<file path="src/rtl/dram_rd_arbiter.sv">
// Merges N_TAU read-address/read-data lanes onto one DRAM read port: round-robin
// address grant, in-order response routing via a tag FIFO. DRAM_RD_ARB_PERF_EN adds perf counters.
module dram_rd_arbiter #(
    parameter int N_TAU          = 2,
    parameter int GLOBAL_ADDR_BW = 32,
    parameter int DATA_BW        = 32,
    parameter int CACHE_SIZE     = 4,
    parameter int GBW            = GLOBAL_ADDR_BW,
    parameter int LINE_BW        = DATA_BW * CACHE_SIZE,
    parameter int TAG_DEPTH      = 8
) (
    input  logic                   i_clk,
    input  logic                   i_rst,
    input  logic [N_TAU-1:0]       ra_rdys,
    input  logic [N_TAU*GBW-1:0]   ra_addrs,
    output logic [N_TAU-1:0]       ra_acks,
    output logic [N_TAU-1:0]       rd_rdys,
    output logic [LINE_BW-1:0]     rd_data,
    input  logic [N_TAU-1:0]       rd_acks,
    output logic                   dram_ra_rdy,
    output logic [GBW-1:0]         dram_ra_addr,
    input  logic                   dram_ra_ack,
    input  logic                   dram_rd_rdy,
    input  logic [LINE_BW-1:0]     dram_rd_data,
    output logic                   dram_rd_ack
`ifdef DRAM_RD_ARB_PERF_EN
    ,
    output logic [31:0]            perf_stall_cnt,
    output logic [31:0]            perf_full_cnt
`endif
);
    localparam int LW = (N_TAU > 1) ? $clog2(N_TAU) : 1;
    localparam int PW = (TAG_DEPTH > 1) ? $clog2(TAG_DEPTH) : 1;
    localparam int CW = $clog2(TAG_DEPTH + 1);

    typedef enum logic {IDLE, HOLD} state_e;

    state_e          state_q, state_d;
    logic [GBW-1:0]  addr_q, addr_d;
    logic [LW-1:0]   rr_q, rr_d;
    logic [LW-1:0]   tag_q [TAG_DEPTH];
    logic [LW-1:0]   tag_d [TAG_DEPTH];
    logic [PW-1:0]   wr_q, wr_d, rp_q, rp_d;
    logic [CW-1:0]   cnt_q, cnt_d;

    logic            full, empty, grant, pop, gnt_found;
    logic [LW-1:0]   gnt_idx, head;
    logic [LW:0]     lane_w;

    assign full  = (cnt_q == CW'(TAG_DEPTH));
    assign empty = (cnt_q == '0);
    assign head  = tag_q[rp_q];

    // Search starts one past the last winner; lane_w is wide enough to hold 2*N_TAU-1.
    always_comb begin
        gnt_found = 1'b0;
        gnt_idx   = '0;
        lane_w    = '0;
        for (int j = 0; j < N_TAU; j++) begin
            lane_w = {1'b0, rr_q} + (LW+1)'(1) + (LW+1)'(j);
            if (lane_w >= (LW+1)'(N_TAU)) lane_w = lane_w - (LW+1)'(N_TAU);
            if (!gnt_found && ra_rdys[lane_w[LW-1:0]]) begin
                gnt_found = 1'b1;
                gnt_idx   = lane_w[LW-1:0];
            end
        end
    end

    // Full is judged on the registered count, so a same-cycle pop never frees a slot.
    assign grant = !i_rst && gnt_found && !full && (state_q == IDLE || dram_ra_ack);

    always_comb begin
        ra_acks = '0;
        if (grant) ra_acks[gnt_idx] = 1'b1;
    end

    always_comb begin
        rd_rdys = '0;
        if (!empty && !i_rst) rd_rdys[head] = dram_rd_rdy;
    end

    assign dram_rd_ack  = !empty && !i_rst && rd_acks[head];
    assign rd_data      = dram_rd_data;
    assign pop          = dram_rd_rdy && dram_rd_ack;
    assign dram_ra_rdy  = (state_q == HOLD);
    assign dram_ra_addr = addr_q;

    always_comb begin
        state_d = state_q;
        addr_d  = addr_q;
        rr_d    = rr_q;
        tag_d   = tag_q;
        wr_d    = wr_q;
        rp_d    = rp_q;
        if (grant) begin
            state_d = HOLD;
            rr_d    = gnt_idx;
            for (int k = 0; k < N_TAU; k++)
                if (gnt_idx == LW'(k)) addr_d = ra_addrs[k*GBW +: GBW];
            tag_d[wr_q] = gnt_idx;
            wr_d        = wr_q + PW'(1);
        end else if (state_q == HOLD && dram_ra_ack) begin
            state_d = IDLE;
        end
        if (pop) rp_d = rp_q + PW'(1);
        cnt_d = cnt_q + CW'(grant) - CW'(pop);
    end

    always_ff @(posedge i_clk) begin
        if (i_rst) begin
            state_q <= IDLE;
            addr_q  <= '0;
            rr_q    <= LW'(N_TAU - 1);
            wr_q    <= '0;
            rp_q    <= '0;
            cnt_q   <= '0;
        end else begin
            state_q <= state_d;
            addr_q  <= addr_d;
            rr_q    <= rr_d;
            wr_q    <= wr_d;
            rp_q    <= rp_d;
            cnt_q   <= cnt_d;
        end
        tag_q <= tag_d;
    end

`ifdef DRAM_RD_ARB_PERF_EN
    logic [31:0] stall_q, stall_d, fullc_q, fullc_d;

    always_comb begin
        stall_d = stall_q;
        fullc_d = fullc_q;
        if (dram_ra_rdy && !dram_ra_ack && stall_q != '1) stall_d = stall_q + 32'd1;
        if ((|ra_rdys) && full && fullc_q != '1) fullc_d = fullc_q + 32'd1;
    end

    always_ff @(posedge i_clk) begin
        if (i_rst) begin
            stall_q <= '0;
            fullc_q <= '0;
        end else begin
            stall_q <= stall_d;
            fullc_q <= fullc_d;
        end
    end

    assign perf_stall_cnt = stall_q;
    assign perf_full_cnt  = fullc_q;
`endif
endmodule

</file>
<file path="config.mk">
export PLATFORM = sky130hd
export DESIGN_NAME = dram_rd_arbiter
export DESIGN_NICKNAME = d
export VERILOG_FILES = /design/src/rtl/dram_rd_arbiter.sv
export SDC_FILE = /design/constraint.sdc
export NUM_CORES = 1
export LEC_CHECK = 0
export BUFFER_PORTS_ARGS = -buffer_cell sky130_fd_sc_hd__clkbuf_2
export CORE_AREA = 2 2 144 146
export DETAILED_ROUTE_END_ITERATION = 10
export DIE_AREA = 0 0 146 148
export SYNTH_ARGS = -nofsm -noshare
export SYNTH_HDL_FRONTEND = slang
export SYNTH_SLANG_ARGS = --single-unit
</file>
<file path="constraint.sdc">
create_clock -name i_clk -period 3.3 [get_ports i_clk]
set_input_delay 0.33 -clock i_clk [delete_from_list [all_inputs] [get_ports i_clk]]
set_output_delay 0.33 -clock i_clk [all_outputs]
set_load 0.02 [all_outputs]
</file>
### Yosys cells after proc, flatten, opt, wreduce, memory -nomap -nowiden

Index checks and enable logic that the tools add are counted.
Widths: inputs -> output; s select.

* $add $sub $neg: 8
* $lt $le $gt $ge: 11
* eq/ne operators: 1
* mux-type cells: 27
* bitwise gates (word level): 4
* reductions and logical operators: 18

Operators with widths (number)
* $mux 32: 1
* $mux 1: 19
* $logic_and 1x1->1: 11
* $bwmux 8: 1
* $ge 4x4->1 const B: 2
* $lt 1x2->1 const B: 4
* $not 3->4: 2
* $add 3x1->3 const B: 2
* $add 4x1->4: 1
* $eq 4x4->1 const B: 1
* $ge 2x2->1 const B: 2
* $logic_not 1->1: 4
* $logic_not 4->1: 1
* $lt 4x1->1 const B: 1
* $mux 2: 2
* $sub 4x1->4: 1
* $bmux 1 s3: 1
* $demux 1 s3: 1
* $add 1x1->2 const B: 1
* $add 2x1->2 const B: 1
* $and 2x2->2: 1
* $demux 1 s1: 2
* $ge 1x1->1 const B: 2
* $reduce_bool 2->1: 1
* other kinds (3): 4

* register bits after elaboration: 52
* bits of input ports: 200
* logic and storage cells: 83

### Longest topological paths before layout

* word-level depth: 14
* depth in mapped cells: 13

### Worst setup path before layout

OpenSTA, ideal clock, no wires.

* path kind: reg-to-reg
* start: reg rp_q[0]
* end: reg cnt_q[2]
* arrival time: 2.689 ns
* slack: 0.483 ns
* stages on the path, launching flop included: 12
* path through: dfxtp_1 mux4_1 mux2i_4 mux2i_1 inv_1 ha_1 inv_1 ha_1 inv_1 fa_1 xor2_1 nor2_1

* cells in the longest elaborated chain, start to end: 9

RTL lines
* from (decl): RTL line 43 `logic [PW-1:0] wr_q, wr_d, rp_q, rp_d;`
* from (signal assigned): RTL line 122 `rp_q <= rp_d;`
* $not 3->4 (implied by the code): RTL line 52 `assign head = tag_q[rp_q];`
* $bmux 1 s3: RTL line 52
* $mux 1 (implied by the code) (2 in a row): RTL line 52
* $mux 1 (implied by the code) (2 in a row): RTL line 82 `assign dram_rd_ack = !empty && !i_rst && rd_acks[head];`
* $logic_and 1x1->1: RTL line 82
* $logic_and 1x1->1: RTL line 84 `assign pop = dram_rd_rdy && dram_rd_ack;`
* via pop: RTL line 46 `logic full, empty, grant, pop, gnt_found;`
* $sub 4x1->4: RTL line 106 `cnt_d = cnt_q + CW'(grant) - CW'(pop);`
* to (signal assigned): RTL line 123 `cnt_q <= cnt_d;`
* to (decl): RTL line 44 `logic [CW-1:0] cnt_q, cnt_d;`

The timed path passes the listed nets, and every way through them passes these cells. The select of a mux whose other input is x is not followed.
A chain may end at the register's enable or synchronous reset.

### Worst setup path in the final report

Same ends and word-level chain as after synthesis.

==> summary.md <==
• finished clean — status
• 0.650 — final weighted congestion of routability-driven global placement
• 0 — final count of hold timing violations
• reg -> reg — Setup Crit Path Kind
• 146 microns — Die W
• 0 — number of slew-limit violations in the final report
• 0 ps — Total Neg Setup Slack
• 0 — final number of setup-violating endpoints
• 470 ps — Register-to-Register Setup Slack
• 34 — post-synthesis cell type count
• 581 — post-synth net total
• 27.8% — portion of synthesized cell area occupied by the leading cell type
• 0 — antenna violations before repair
• 12.8 microns — detail-routed net length per standard cell
• 9.29 sq um — Synth Area per Inst
• 148 microns — die height
• 2275 — number of vias in the routed layout
• 17.2% — starting utilization of the core area
• 32.5% — sequential area share after synthesis
• 6160 microns — Detailed Place HPWL
• 46.3% — worst slew margin relative to its limit
• 3480 ps — Data required, critical path
• 0 — buffer count from post-CTS setup fixing
• 34.0% — part of the power in combinational logic
• 70 — starting DRC count in detailed routing
• clkbuf_2 — leading cell type in the layout, fill and taps excluded
• 5 — largest fanout on the critical path
• 11700 microns — first-pass GRT wire length
• 0.00147 uW — static leakage
• rp_q[0]$_SDFFE_PP0P_ — worst setup path start
• 70 ps — clock-pin slew on the worst setup and hold paths
• 0 — count of hold-fix buffers inserted at cts
• 466 ps — crit path setup slack, layout
• 69 — largest net degree at the start of global routing
• 4 — First-pass DRT Iterations
• rp_q[0]$_SDFFE_PP0P_ — Critical R2R Launch
• in -> reg — path category of the worst min-delay check
• 52 — row count
• 2153 — via count of the first global-routing pass
• flop — element type at the critical path end
• 3020 ps — critical path arrival
• 2 — number of buffers on the longest clock path
• 575 nW/um^2 — pwr dens
• 7.04% — aggregate global-route resource usage
• 20000 sq um — core box area
• 3.68 — via count normalized by instance count
• 3450 sq um — post-synthesis instance area
• 52 — Seq cells post-synth
• 353 MHz — Max Clock Freq
• 7910 microns — post-detailed-routing wire length
• ra_addrs[28] — launch point of the worst hold path
• 2830 ps — minimum clock period
• 556 — fin nets
• 0 — max-capacitance violation count
• done — TritonCTS clock tree
• 0 — count of unresolved DRC violations after routing
• 0 — global-route congestion overflow total
• false — RSZ-0062 raised after global routing
• 109 — total of buffers placed on input and output ports
• 290 ps — Skew-Pair Late Insertion Delay
• 5.64 ps — Max Clock Skew
• 372 — post-synthesis cell count
• 35.9% — share of final-layout standard cells stronger than drive strength 1
• 5 — cts bufs inserted
• 703 uW — switching power
• buf_4 — most area-hungry cell type in the Yosys netlist
• 0 — remaining number of nets flagged by the antenna check after routing
• clkbuf_2 (109), dfxtp_1 (44), nor2_1 (40) — top library cells by usage in the layout, fill and taps aside
• 21600 sq um — full die area
• 804 ps — transition time of the tightest slew-check pin
• 0 — Syn. warnings
• 1.52% — area overhead of the layout relative to synthesis
• 40.6% — register share of total power
• 0.197 mV — largest voltage drop on the vdd net
• 52 — CTS sink cnt
• 85.9% — Final Cycle Share
• 34.8% — net switching share of the total power
• 1310 uW — Int Pwr
• 0 — CTS resizes
• flop — critical path launch point type
• 25.5% — clock network fraction of total power
• clkbuf_16 — clock tree root buffer cell
• 2020 uW — PnR Total Power
• 459 ps — worst slack at placement
• 2 — count of H-tree levels built during CTS
• 366 — Top-Level Pins
• buf_4 (28%), dfxtp_1 (25%), mux2i_1 (11%) — Synth area leaders
==> power groups by stage <==
stage	clock, uW	combinational (uW)	sequential [uW]
floorplan	0	630	908
global placement	0	692	833
detailed placement	0	697	834
CTS	547	699	821
global route	573	768	835
finish	513	685	819
==> worst max-delay path, stage by stage (launching register included) <==
cell and delay, ps:
dfxtp_1 410, mux4_1 620, mux2i_4 260, mux2i_1 260, inv_1 70, ha_1 260, inv_1 50, ha_1 150
inv_1 60, fa_1 370, xor2_1 150, nor2_1 50
==> area by class of cell <==
class	instances	area, sq um
Antenna cell	1	2.50
Clock buffer	6	129
Clock inverter	2	11.3
Fill cell	2289	16500
Inverter	11	41.3
Multi-Input combinational cell	163	1270
Sequential cell	52	1120
Tap cell	270	338
Timing Repair Buffer	114	596
==> registers in the layout, indices dropped and copies added, names as in the netlist <==
signal	cells
tag_q	8
dram_ra_rdy	1
cnt_q	4
wr_q	3
rp_q	3
rr_q	1
dram_ra_addr	32
==> routing by layer <==
layer	wire (microns)	vias to the layer above	GRT usage, %
met5	0	-	0
met2	3300	158	9.83
met3	1100	63	4.23
met4	609	0	6.60
li1	-	1092	-
met1	2890	962	7.27
==> metrics by stage <==
stage                     instance area [sq um]  hold slack [ps]  utilization (%)  cells
after detailed placement                   3360              493             16.8    610
after global routing                       3500              362             17.5    618
after CTS                                  3500              335             17.5    618
final                                      3510              350             17.5    619
after floorplan                            3450              431                -    372
after global placement                     3360              486             16.8    610
==> path summary, 6_finish.rpt <==
kind,end,cells after the start
hold / removal,dram_ra_addr[28]$_SDFFE_PP0P_,3
setup reg to reg,cnt_q[2]$_SDFF_PP0_,11
setup / recovery,cnt_q[2]$_SDFF_PP0_,11
hold reg to reg,dram_ra_addr[8]$_SDFFE_PP0P_,2
==> synth_stat cells, drive strengths merged <==
cell,count
buf,138
dfxtp,44
nor2,40
mux2i,38
a211oi,33
inv,11
clkbuf,8
edfxtp,8
ha,8
nand2,6
nor4b,5
nor4,4
a21oi,3
nor2b,3
nor3,3
nor3b,3
a21o,2
mux4,2
xnor2,2
a2111oi,1
a211o,1
a21boi,1
and2,1
fa,1
mux2,1
nand2b,1
o21ai,1
or2b,1
or3,1
xor2,1
==> cell families after synthesis <==
group / after synthesis / synth area share [%]
AND/OR/NAND/NOR: 68 / 9.38
flip-flops: 52 / 32.5
adder cells (fa/ha/maj): 9 / 3.48
XOR/XNOR: 3 / 0.761
buffers and inverters: 157 / 31.1
multiplexers: 41 / 13.3
AO/OA/AOI/OAI: 42 / 9.45
(Power assumes the default switching activity.)
